`config.mk`:
```
export PLATFORM = sky130hd
export DESIGN_NAME = pfs_fetch_queue
export DESIGN_NICKNAME = d
export VERILOG_FILES = /design/src/rtl/pfs_fetch_queue_pkg.sv /design/src/rtl/pfs_sync_fifo.sv /design/src/rtl/pfs_fetch_queue.sv
export SDC_FILE = /design/constraint.sdc
export NUM_CORES = 1
export LEC_CHECK = 0
export BUFFER_PORTS_ARGS = -buffer_cell sky130_fd_sc_hd__buf_2
export CORE_UTILIZATION = 63
export CTS_BUF_LIST = sky130_fd_sc_hd__clkbuf_8
export CTS_CLUSTER_SIZE = 28
export DETAILED_ROUTE_END_ITERATION = 8
export PLACE_DENSITY = 0.94
export SLEW_MARGIN = 0
export SYNTH_ARGS = -nofsm -noshare
export SYNTH_HDL_FRONTEND = slang
export SYNTH_HIERARCHICAL = 1
export SYNTH_SLANG_ARGS = --single-unit
export TNS_END_PERCENT = 30
```
`constraint.sdc`:
```
create_clock -name clk -period 10.6 [get_ports clk]
set_input_delay 2.12 -clock clk [delete_from_list [all_inputs] [get_ports clk]]
set_output_delay 2.12 -clock clk [all_outputs]
set_load 0.01 [all_outputs]
```
`src/rtl/pfs_fetch_queue_pkg.sv`:
```
// Shared constants and types for the pre-IF fetch queue: bus widths, reset PC,
// redirect bus layout and redirect source selection.
package pfs_fetch_queue_pkg;

   localparam int unsigned PFS_TO_FS_BUS_WD = 64;
   localparam logic [31:0] PFS_RESET_PC     = 32'h1c000000;

   // Redirect bus layout: {valid, target[31:0]}
   localparam int unsigned REDIR_TARGET_LSB = 0;
   localparam int unsigned REDIR_VALID_BIT  = 32;
   localparam int unsigned REDIR_BUS_WD     = 33;

   typedef enum logic [1:0] {
      REDIR_NONE,
      REDIR_EXC,
      REDIR_ERTN,
      REDIR_BR
   } redir_src_e;

   typedef struct packed {
      logic [31:0] inst;
      logic [31:0] pc;
   } fs_entry_t;

   function automatic redir_src_e redir_select(input logic exc, input logic ertn, input logic br);
      if (exc)       return REDIR_EXC;
      else if (ertn) return REDIR_ERTN;
      else if (br)   return REDIR_BR;
      else           return REDIR_NONE;
   endfunction

endpackage

```
`src/rtl/pfs_sync_fifo.sv`:
```
// Synchronous FIFO with clear, simultaneous push/pop at full or empty, and
// occupancy count. Depth need not be a power of two.
module pfs_sync_fifo #(
   parameter  int unsigned WIDTH = 32,
   parameter  int unsigned DEPTH = 4,
   localparam int unsigned CW    = $clog2(DEPTH + 1)
) (
   input  logic             clk,
   input  logic             rst_n,
   input  logic             push_i,
   input  logic             pop_i,
   input  logic             clear_i,
   input  logic [WIDTH-1:0] data_i,
   output logic [WIDTH-1:0] data_o,
   output logic             full_o,
   output logic             empty_o,
   output logic [CW-1:0]    count_o
);

   localparam int unsigned AW = (DEPTH > 1) ? $clog2(DEPTH) : 1;

   logic [WIDTH-1:0] mem_q [DEPTH];
   logic [AW-1:0]    rd_ptr_q, rd_ptr_d;
   logic [AW-1:0]    wr_ptr_q, wr_ptr_d;
   logic [CW-1:0]    count_q, count_d;
   logic             do_push, do_pop;

   function automatic logic [AW-1:0] ptr_inc(input logic [AW-1:0] p);
      return (p == AW'(DEPTH - 1)) ? '0 : p + AW'(1);
   endfunction

   // A pop frees the slot a same-cycle push needs when full
   assign do_pop  = pop_i && (count_q != '0);
   assign do_push = push_i && ((count_q != CW'(DEPTH)) || do_pop);

   always_comb begin
      rd_ptr_d = rd_ptr_q;
      wr_ptr_d = wr_ptr_q;
      count_d  = count_q;
      if (clear_i) begin
         rd_ptr_d = '0;
         wr_ptr_d = '0;
         count_d  = '0;
      end else begin
         if (do_pop)  rd_ptr_d = ptr_inc(rd_ptr_q);
         if (do_push) wr_ptr_d = ptr_inc(wr_ptr_q);
         count_d = count_q + CW'(do_push) - CW'(do_pop);
      end
   end

   always_ff @(posedge clk or negedge rst_n) begin
      if (!rst_n) begin
         rd_ptr_q <= '0;
         wr_ptr_q <= '0;
         count_q  <= '0;
      end else begin
         rd_ptr_q <= rd_ptr_d;
         wr_ptr_q <= wr_ptr_d;
         count_q  <= count_d;
      end
   end

   always_ff @(posedge clk) begin
      if (do_push && !clear_i) mem_q[wr_ptr_q] <= data_i;
   end

   assign data_o  = mem_q[rd_ptr_q];
   assign full_o  = (count_q == CW'(DEPTH));
   assign empty_o = (count_q == '0);
   assign count_o = count_q;

endmodule

```
`src/rtl/pfs_fetch_queue.sv`:
```
// Pre-IF fetch queue: pipelined inst_sram requests, PC tagging, cancel-counter redirects
// and an instruction buffer feeding IF. Define PFS_PERF_CNT_EN to add perf counters.
module pfs_fetch_queue
   import pfs_fetch_queue_pkg::*;
#(
   parameter int unsigned MAX_OUTSTANDING = 2,
   parameter int unsigned IBUF_DEPTH      = 4,
   parameter logic [31:0] RESET_PC        = PFS_RESET_PC
) (
   input  logic                        clk,
   input  logic                        resetn,
   input  logic                        br_taken,
   input  logic                        br_stall,
   input  logic [31:0]                 br_target,
   input  logic                        wb_exc,
   input  logic                        wb_ertn,
   input  logic [31:0]                 exc_entry,
   input  logic [31:0]                 exc_retaddr,
   input  logic                        fs_allowin,
   output logic                        pfs_to_fs_valid,
   output logic [PFS_TO_FS_BUS_WD-1:0] pfs_to_fs_bus,
   output logic                        inst_sram_req,
   output logic                        inst_sram_wr,
   output logic [1:0]                  inst_sram_size,
   output logic [3:0]                  inst_sram_wstrb,
   output logic [31:0]                 inst_sram_addr,
   output logic [31:0]                 inst_sram_wdata,
   input  logic                        inst_sram_addr_ok,
   input  logic                        inst_sram_data_ok,
   input  logic [31:0]                 inst_sram_rdata
`ifdef PFS_PERF_CNT_EN
   ,
   output logic [31:0]                 perf_fetch_cnt,
   output logic [31:0]                 perf_cancel_cnt
`endif
);

   localparam int unsigned OW = $clog2(MAX_OUTSTANDING + 1);
   localparam int unsigned QW = $clog2(IBUF_DEPTH + 1);
   localparam int unsigned SW = QW + 1;

   logic [31:0]             fetch_pc_q, fetch_pc_d;
   logic [OW-1:0]           cancel_q, cancel_d;
   logic [OW-1:0]           tag_count, outstanding_next;
   logic                    tag_full, tag_empty;
   logic [31:0]             tag_pc;
   logic [QW-1:0]           ibuf_count;
   logic                    ibuf_empty, ibuf_full_unused;
   fs_entry_t               ibuf_wdata, ibuf_head;
   logic [SW-1:0]           resv_sum;
   logic [REDIR_BUS_WD-1:0] redir_bus;
   redir_src_e              redir_src;
   logic                    redir_v;
   logic [31:0]             redir_target;
   logic                    addr_acc, resp_v, resp_keep, resp_drop, fs_pop;

   always_comb begin
      redir_bus = '0;
      redir_src = redir_select(wb_exc, wb_ertn, br_taken && !br_stall);
      unique case (redir_src)
         REDIR_EXC:  redir_bus = {1'b1, exc_entry};
         REDIR_ERTN: redir_bus = {1'b1, exc_retaddr};
         REDIR_BR:   redir_bus = {1'b1, br_target};
         default:    redir_bus = '0;
      endcase
   end

   assign redir_v      = redir_bus[REDIR_VALID_BIT];
   assign redir_target = redir_bus[REDIR_TARGET_LSB +: 32];

   // Slots are reserved at issue time, so a returning response always fits in the queue
   assign resv_sum      = SW'(tag_count) + SW'(ibuf_count);
   assign inst_sram_req = resetn && !redir_v && !br_stall && !tag_full
                          && (resv_sum < SW'(IBUF_DEPTH));
   assign addr_acc      = inst_sram_req && inst_sram_addr_ok;

   // The tag FIFO occupancy is the outstanding-request count
   assign resp_v           = inst_sram_data_ok && !tag_empty;
   assign resp_drop        = resp_v && (cancel_q != '0);
   assign resp_keep        = resp_v && (cancel_q == '0);
   assign outstanding_next = tag_count + OW'(addr_acc) - OW'(resp_v);

   always_comb begin
      fetch_pc_d = fetch_pc_q;
      cancel_d   = cancel_q;
      if (redir_v) begin
         fetch_pc_d = redir_target;
         cancel_d   = outstanding_next;
      end else begin
         if (addr_acc)  fetch_pc_d = fetch_pc_q + 32'd4;
         if (resp_drop) cancel_d   = cancel_q - OW'(1);
      end
   end

   always_ff @(posedge clk or negedge resetn) begin
      if (!resetn) begin
         fetch_pc_q <= RESET_PC;
         cancel_q   <= '0;
      end else begin
         fetch_pc_q <= fetch_pc_d;
         cancel_q   <= cancel_d;
      end
   end

   pfs_sync_fifo #(
      .WIDTH (32),
      .DEPTH (MAX_OUTSTANDING)
   ) u_tag_fifo (
      .clk     (clk),
      .rst_n   (resetn),
      .push_i  (addr_acc),
      .pop_i   (resp_v),
      .clear_i (1'b0),
      .data_i  (fetch_pc_q),
      .data_o  (tag_pc),
      .full_o  (tag_full),
      .empty_o (tag_empty),
      .count_o (tag_count)
   );

   assign ibuf_wdata = {inst_sram_rdata, tag_pc};
   assign fs_pop     = pfs_to_fs_valid && fs_allowin;

   pfs_sync_fifo #(
      .WIDTH (PFS_TO_FS_BUS_WD),
      .DEPTH (IBUF_DEPTH)
   ) u_ibuf (
      .clk     (clk),
      .rst_n   (resetn),
      .push_i  (resp_keep),
      .pop_i   (fs_pop),
      .clear_i (redir_v),
      .data_i  (ibuf_wdata),
      .data_o  (ibuf_head),
      .full_o  (ibuf_full_unused),
      .empty_o (ibuf_empty),
      .count_o (ibuf_count)
   );

   assign pfs_to_fs_valid = !ibuf_empty && !(wb_exc || wb_ertn);
   assign pfs_to_fs_bus   = ibuf_empty ? '0 : ibuf_head;

   assign inst_sram_addr  = fetch_pc_q;
   assign inst_sram_wr    = 1'b0;
   assign inst_sram_size  = 2'b10;
   assign inst_sram_wstrb = 4'b0000;
   assign inst_sram_wdata = 32'h0;

`ifdef PFS_PERF_CNT_EN
   logic [31:0] perf_fetch_q, perf_cancel_q;

   always_ff @(posedge clk or negedge resetn) begin
      if (!resetn) begin
         perf_fetch_q  <= '0;
         perf_cancel_q <= '0;
      end else begin
         if (addr_acc)  perf_fetch_q  <= perf_fetch_q + 32'd1;
         if (resp_drop) perf_cancel_q <= perf_cancel_q + 32'd1;
      end
   end

   assign perf_fetch_cnt  = perf_fetch_q;
   assign perf_cancel_cnt = perf_cancel_q;
`endif

endmodule

```
Yosys cells after proc, flatten, opt, wreduce, memory -nomap -nowiden
Memories as Yosys holds them, arrays and structs flattened.
Index checks and enable logic that the tools add are counted.
Word-level totals
  logic and storage cells: 89
  flip-flop bits (word level): 45
  memory bits (writable): 320
  output and inout port bits: 137
  memories: 2
Operators by class
  order comparisons: 1
  equality and inequality tests: 8
  reduce and logical (&&, ||, !) cells: 35
  muxes and demuxes: 22
  add/sub/neg operators: 13
Memory list
  u_ibuf.mem_q: depth 4, bits a word 64, read ports 1, clocked after memory_dff 0, write ports 1, RTL line pfs_sync_fifo.sv:22  | logic [WIDTH-1:0] mem_q [DEPTH];
  u_tag_fifo.mem_q: depth 2, bits a word 32, read ports 1, clocked after memory_dff 0, write ports 1, RTL line pfs_sync_fifo.sv:22
Operators by type and width (count)
  case mux 33 bit (3 select lines): 1
  2-to-1 mux 32 bit: 2
  2-to-1 mux 64 bit: 1
  adder 32 x 3 -> 32 bit (second input constant): 1
  2-to-1 mux 2 bit: 11
  logical AND 1 bit: 16
  nonzero test 2 bit: 6
  equality test 2 bit (second input constant): 5
  logical NOT 1 bit: 6
  2-to-1 mux 1 bit: 6
  adder 2 x 1 -> 2 bit: 2
  adder 2 x 1 -> 2 bit (second input constant): 2
  adder 2 x 3 -> 4 bit: 1
  logical NOT 2 bit: 2
  < comparator 4 x 3 -> 1 bit (second input constant): 1
  subtractor 2 x 1 -> 2 bit: 2
  adder 3 x 1 -> 3 bit: 1
  logical NOT 3 bit: 1
  logical OR 1 bit: 3
  2-to-1 mux 3 bit: 1
  != test 3 bit (second input constant): 1
  nonzero test 3 bit: 1
  subtractor 3 x 1 -> 3 bit: 1
  adder 1 bit (second input constant): 2
  3 further kinds: 3

Depth between registers and ports, before layout
  word-level depth: 16
  depth in mapped cells: 13
  depth with buffers taken out: 12

By module
The synthesis kept the hierarchy.
By module, submodules not included
  pfs_sync_fifo (u_ibuf): seq. area each 7862.5 um^2, area each 9681.8 um^2, times used 1, cells an instance 381
  pfs_fetch_queue: seq. area each 854.6 um^2, area each 3387.0 um^2, times used 1, cells an instance 453
  pfs_sync_fifo (u_tag_fifo): seq. area each 2021.9 um^2, area each 2573.7 um^2, times used 1, cells an instance 123

Worst setup path before layout
Ideal clock, no wire load.
  path kind: input-to-reg
  from: in wb_ertn
  to: mem u_tag_fifo.mem_q[2][0], in the netlist u_tag_fifo/mem_q[1][0], enable pin
  library setup time: 0.468 ns
  path buffers: 3
  slack: 4.473 ns
  data arrival time: 5.659 ns
  stages: 9
  required time: 10.132 ns
  cells stage by stage: clkbuf_1 -> nor2_1 -> and2_1 -> buf_2 -> buf_1 -> nand2_1 -> inv_1 -> o21ai_4 -> nor3b_1
On the way
  cells in the longest elaborated chain, start to end: 13
  elaborated cells between the ends (all ways): 15
  those cells by class: 3 x eq/ne; 5 x mux; 7 x reduce/logical
RTL lines
  start: declaration: RTL line pfs_fetch_queue.sv:16  | input logic wb_ertn,
  2-to-1 mux 2 bit *: RTL line pfs_fetch_queue_pkg.sv:27  | else if (ertn) return REDIR_ERTN;
  2-to-1 mux 2 bit *: RTL line pfs_fetch_queue_pkg.sv:26  | if (exc) return REDIR_EXC;
  equality test 2 bit / equality test 2 x 1 -> 1 bit (equally long branches): RTL line pfs_fetch_queue.sv:60  | unique case (redir_src)
  case mux 33 bit (3 select lines) *: RTL line pfs_fetch_queue.sv:60
  logical NOT 1 bit *: RTL line pfs_fetch_queue.sv:73  | assign inst_sram_req = resetn && !redir_v && !br_stall && !tag_full
  logical AND 1 bit * (3 in a row): RTL line pfs_fetch_queue.sv:73
  logical AND 1 bit *: RTL line pfs_fetch_queue.sv:74  | && (resv_sum < SW'(IBUF_DEPTH));
  logical AND 1 bit *: RTL line pfs_fetch_queue.sv:75  | assign addr_acc = inst_sram_req && inst_sram_addr_ok;
  named net addr_acc: RTL line pfs_fetch_queue.sv:55  | logic addr_acc, resp_v, resp_keep, resp_drop, fs_pop;
  logical AND 1 bit *: RTL line pfs_sync_fifo.sv:34  | assign do_push = push_i && ((count_q != CW'(DEPTH)) || do_pop);
  2-to-1 mux 1 bit *: RTL line pfs_sync_fifo.sv:64  | if (do_push && !clear_i) mem_q[wr_ptr_q] <= data_i;
  2-to-1 mux 1 bit (not written as such) *: RTL line pfs_sync_fifo.sv:64
  end: declaration: RTL line pfs_sync_fifo.sv:22
Mark *: on every way through the listed nets, which the timed path passes. The rest lies on a longest branch.

Worst setup path in the final report
  from: in wb_exc
  to: out inst_sram_req
On the way
  cells in the longest elaborated chain, start to end: 8
  elaborated cells between the ends (all ways): 10
  those cells by class: 3 x eq/ne; 2 x mux; 5 x reduce/logical
RTL lines
  start: declaration: RTL line pfs_fetch_queue.sv:15  | input logic wb_exc,
  2-to-1 mux 2 bit *: RTL line pfs_fetch_queue_pkg.sv:26
  equality test 2 bit / equality test 2 x 1 -> 1 bit (equally long branches): RTL line pfs_fetch_queue.sv:60
  case mux 33 bit (3 select lines) *: RTL line pfs_fetch_queue.sv:60
  logical NOT 1 bit *: RTL line pfs_fetch_queue.sv:73
  logical AND 1 bit * (3 in a row): RTL line pfs_fetch_queue.sv:73
  logical AND 1 bit *: RTL line pfs_fetch_queue.sv:74
  end: declaration: RTL line pfs_fetch_queue.sv:22  | output logic inst_sram_req,
Mark *: on every way between the ends. The rest lies on a longest branch, timed or not.

==> results.md <==
* Status: completed
* Layout cells sized above 1 at 0.338
* Leakage at 6.58 nW
* NumNets Final at 1363
* Clk Latency, worst-skew pair at 570 ps
* Buffers on Ports at 234
* CTS buffer count at 54
* Slowest stage delay, CP at 610 ps
* Synth-to-layout area growth at 14.7%
* Via density at 5.73
* Post-Synthesis Cell Area at 15600 um^2
* Final core utilization at 0.737
* Critical path depth in cells at 6
* Pre-CTS WS at 4240 ps
* Slew HR at 0.323
* DRC at 0
* Largest net degree at the start of global routing at 67
* # setup viols final at 0
* Startpoint types: input port
* DIE HEIGHT at 160 um
* CTS Buffer Depth at 3
* Remaining Overflow, GRT at 0
* Count of final hold-check violations at 0
* Worst Reg-to-Reg Cells at 12
* Slowest CP cell: clkinv_1
* Crit-path most repeated cell: buf_2
* Placed insts at 1479
* CP max FO at 66
* Crit path kind: in2out
* Detailed Route Iter0 Violations at 688
* Worst path cell trace: buf_2, nor2_1, and2_1, clkinv_1, nor4_1, buf_2
* CP Buf/Inv Count at 3
* Total setup buffers inserted after CTS at 0
* CTS Hold Bufs at 0
* Max VDD drop at 83.4 uV
* Mapped Cells at 956
* CTS sink cnt at 365
* CTS tree: done
* Remaining antenna violation count after routing at 0
* Req. time, crit path at 8480 ps
* Die area at 25500 um^2
* Hold Crit Class: reg2reg
* Vias at 9043
* Placement-stage cell area at 16900 um^2
* Post-cts resize count at 0
* Drt first pass iters at 5
* Syn. warnings at 6
* Fin area at 17900 um^2
* Worst slew pin tran at 1020 ps
* Row count at 57
* Initial core utilization at 0.643
* RSZ-0062 raised after global routing: false
* Worst path arrival time at 4300 ps
* Worst setup path end: inst_sram_req
* Routability cong. at 0.917
* Routed WL at 30.8 mm
* Reg2reg setup slack at 7570 ps
* Vias in the first global route at 9220
* Worst reg2reg path startpoint: u_ibuf/count_o[1]
* GRT Util Overall at 0.245
* Total design power at 2.77 mW
* Non-filler cells, final at 1579
* Final period util at 0.606
* DIE WIDTH at 160 um
* Total negative slack at 0 ps
* Critical Path Source: wb_exc
* Core ar. at 24300 um^2
* I/O Pins at 274
* CP delay by family, top: buffers and inverters
* Clock transition at path regs at 60 ps
* Clk_skew at 19.4 ps
* Fmax at 156 MHz
* Avg WL per Cell at 19.5 um
* Post-synthesis area per instance at 16.4 um^2
* Max cap viols at 0
* Setup crit end kind: primary output
* Fin crit period at 6420 ps
* Cell area power density at 154 nW/um^2
* Layout fillers at 1468
* Setup ws final at 4180 ps
* Worst R2R End: u_ibuf/count_o[2]
* H-tree levels at 2
* Final hold slack at 558 ps
* Initial antenna violation count at 0
* Inserted Diodes at 0
* Slew Viols, Final at 0
* First-pass GRT wire length at 47.9 mm
* Root buf cell: clkbuf_8
* Hpwl dp at 19.4 mm
## layer usage
metal | vias to the layer above | global-route usage | wire [um]
met5 | - | 0 | 0
met2 | 413 | 0.413 | 15600
met3 | 63 | 0.0425 | 1890
met4 | 0 | 0.103 | 862
li1 | 4138 | - | -
met1 | 4429 | 0.318 | 12400
## power by group
part           switching, mW  internal (mW)
registers             0.0358           1.58
clock network          0.494          0.520
logic                 0.0802         0.0572
## tightest hold or removal path, stage by stage, from the launching register on
cell and delay, ps:
dfrtp_1 350, o211ai_1 90, o21ai_0 80
## placed cells by master, fill, tap and decap left out, types with 11 or more instances in the layout
master and n:
nor2b_1 69, xnor2_1 17, mux4_2 64, conb_1 46, clkbuf_8 57, buf_2 234
mux2i_1 13, nor3_1 11, a211oi_1 14, clkinv_1 11, o21ai_0 19, inv_1 45
a21oi_1 34, o22ai_1 21, mux2_2 32, dfrtp_1 40, edfxtp_1 320, nand2_1 30
nand3_1 12, nor2_1 42, ha_1 14
## layout make-up
cell class,instances,area (um^2),area share
Clock buffer,57,785,0.0438
Clock inverter,43,198,0.0110
Inverter,20,75.1,0.00419
Multi-Input combinational cell,527,4480,0.250
Sequential cell,365,10700,0.599
Tap cell,324,405,0.0226
Timing Repair Buffer,243,1240,0.0691
## flip-flops by register name, summed over array words and instances, names as in the netlist
name,flops
u_ibuf/rd_ptr_q,2
u_ibuf/mem_q,256
u_tag_fifo/wr_ptr_q,1
u_tag_fifo/rd_ptr_q,1
u_ibuf/wr_ptr_q,2
u_ibuf/count_o,3
u_tag_fifo/mem_q,64
inst_sram_addr,32
cancel_q,2
u_tag_fifo/count_o,2
## worst min-delay path by stage
stage,startpoint,cells after the start,slack (ps),endpoint
2_1_floorplan,cancel_q[1],2,510,cancel_q[1]
3_3_place_gp,inst_sram_addr[1],0,520,u_tag_fifo/mem_q[1][1]
3_5_place_dp,cancel_q[1],2,540,cancel_q[1]
4_1_cts,inst_sram_addr[1],0,560,u_tag_fifo/mem_q[0][1]
5_1_grt,inst_sram_addr[26],0,570,u_tag_fifo/mem_q[0][26]
6_report,cancel_q[1],2,560,cancel_q[1]
(Power assumes the default switching activity.)
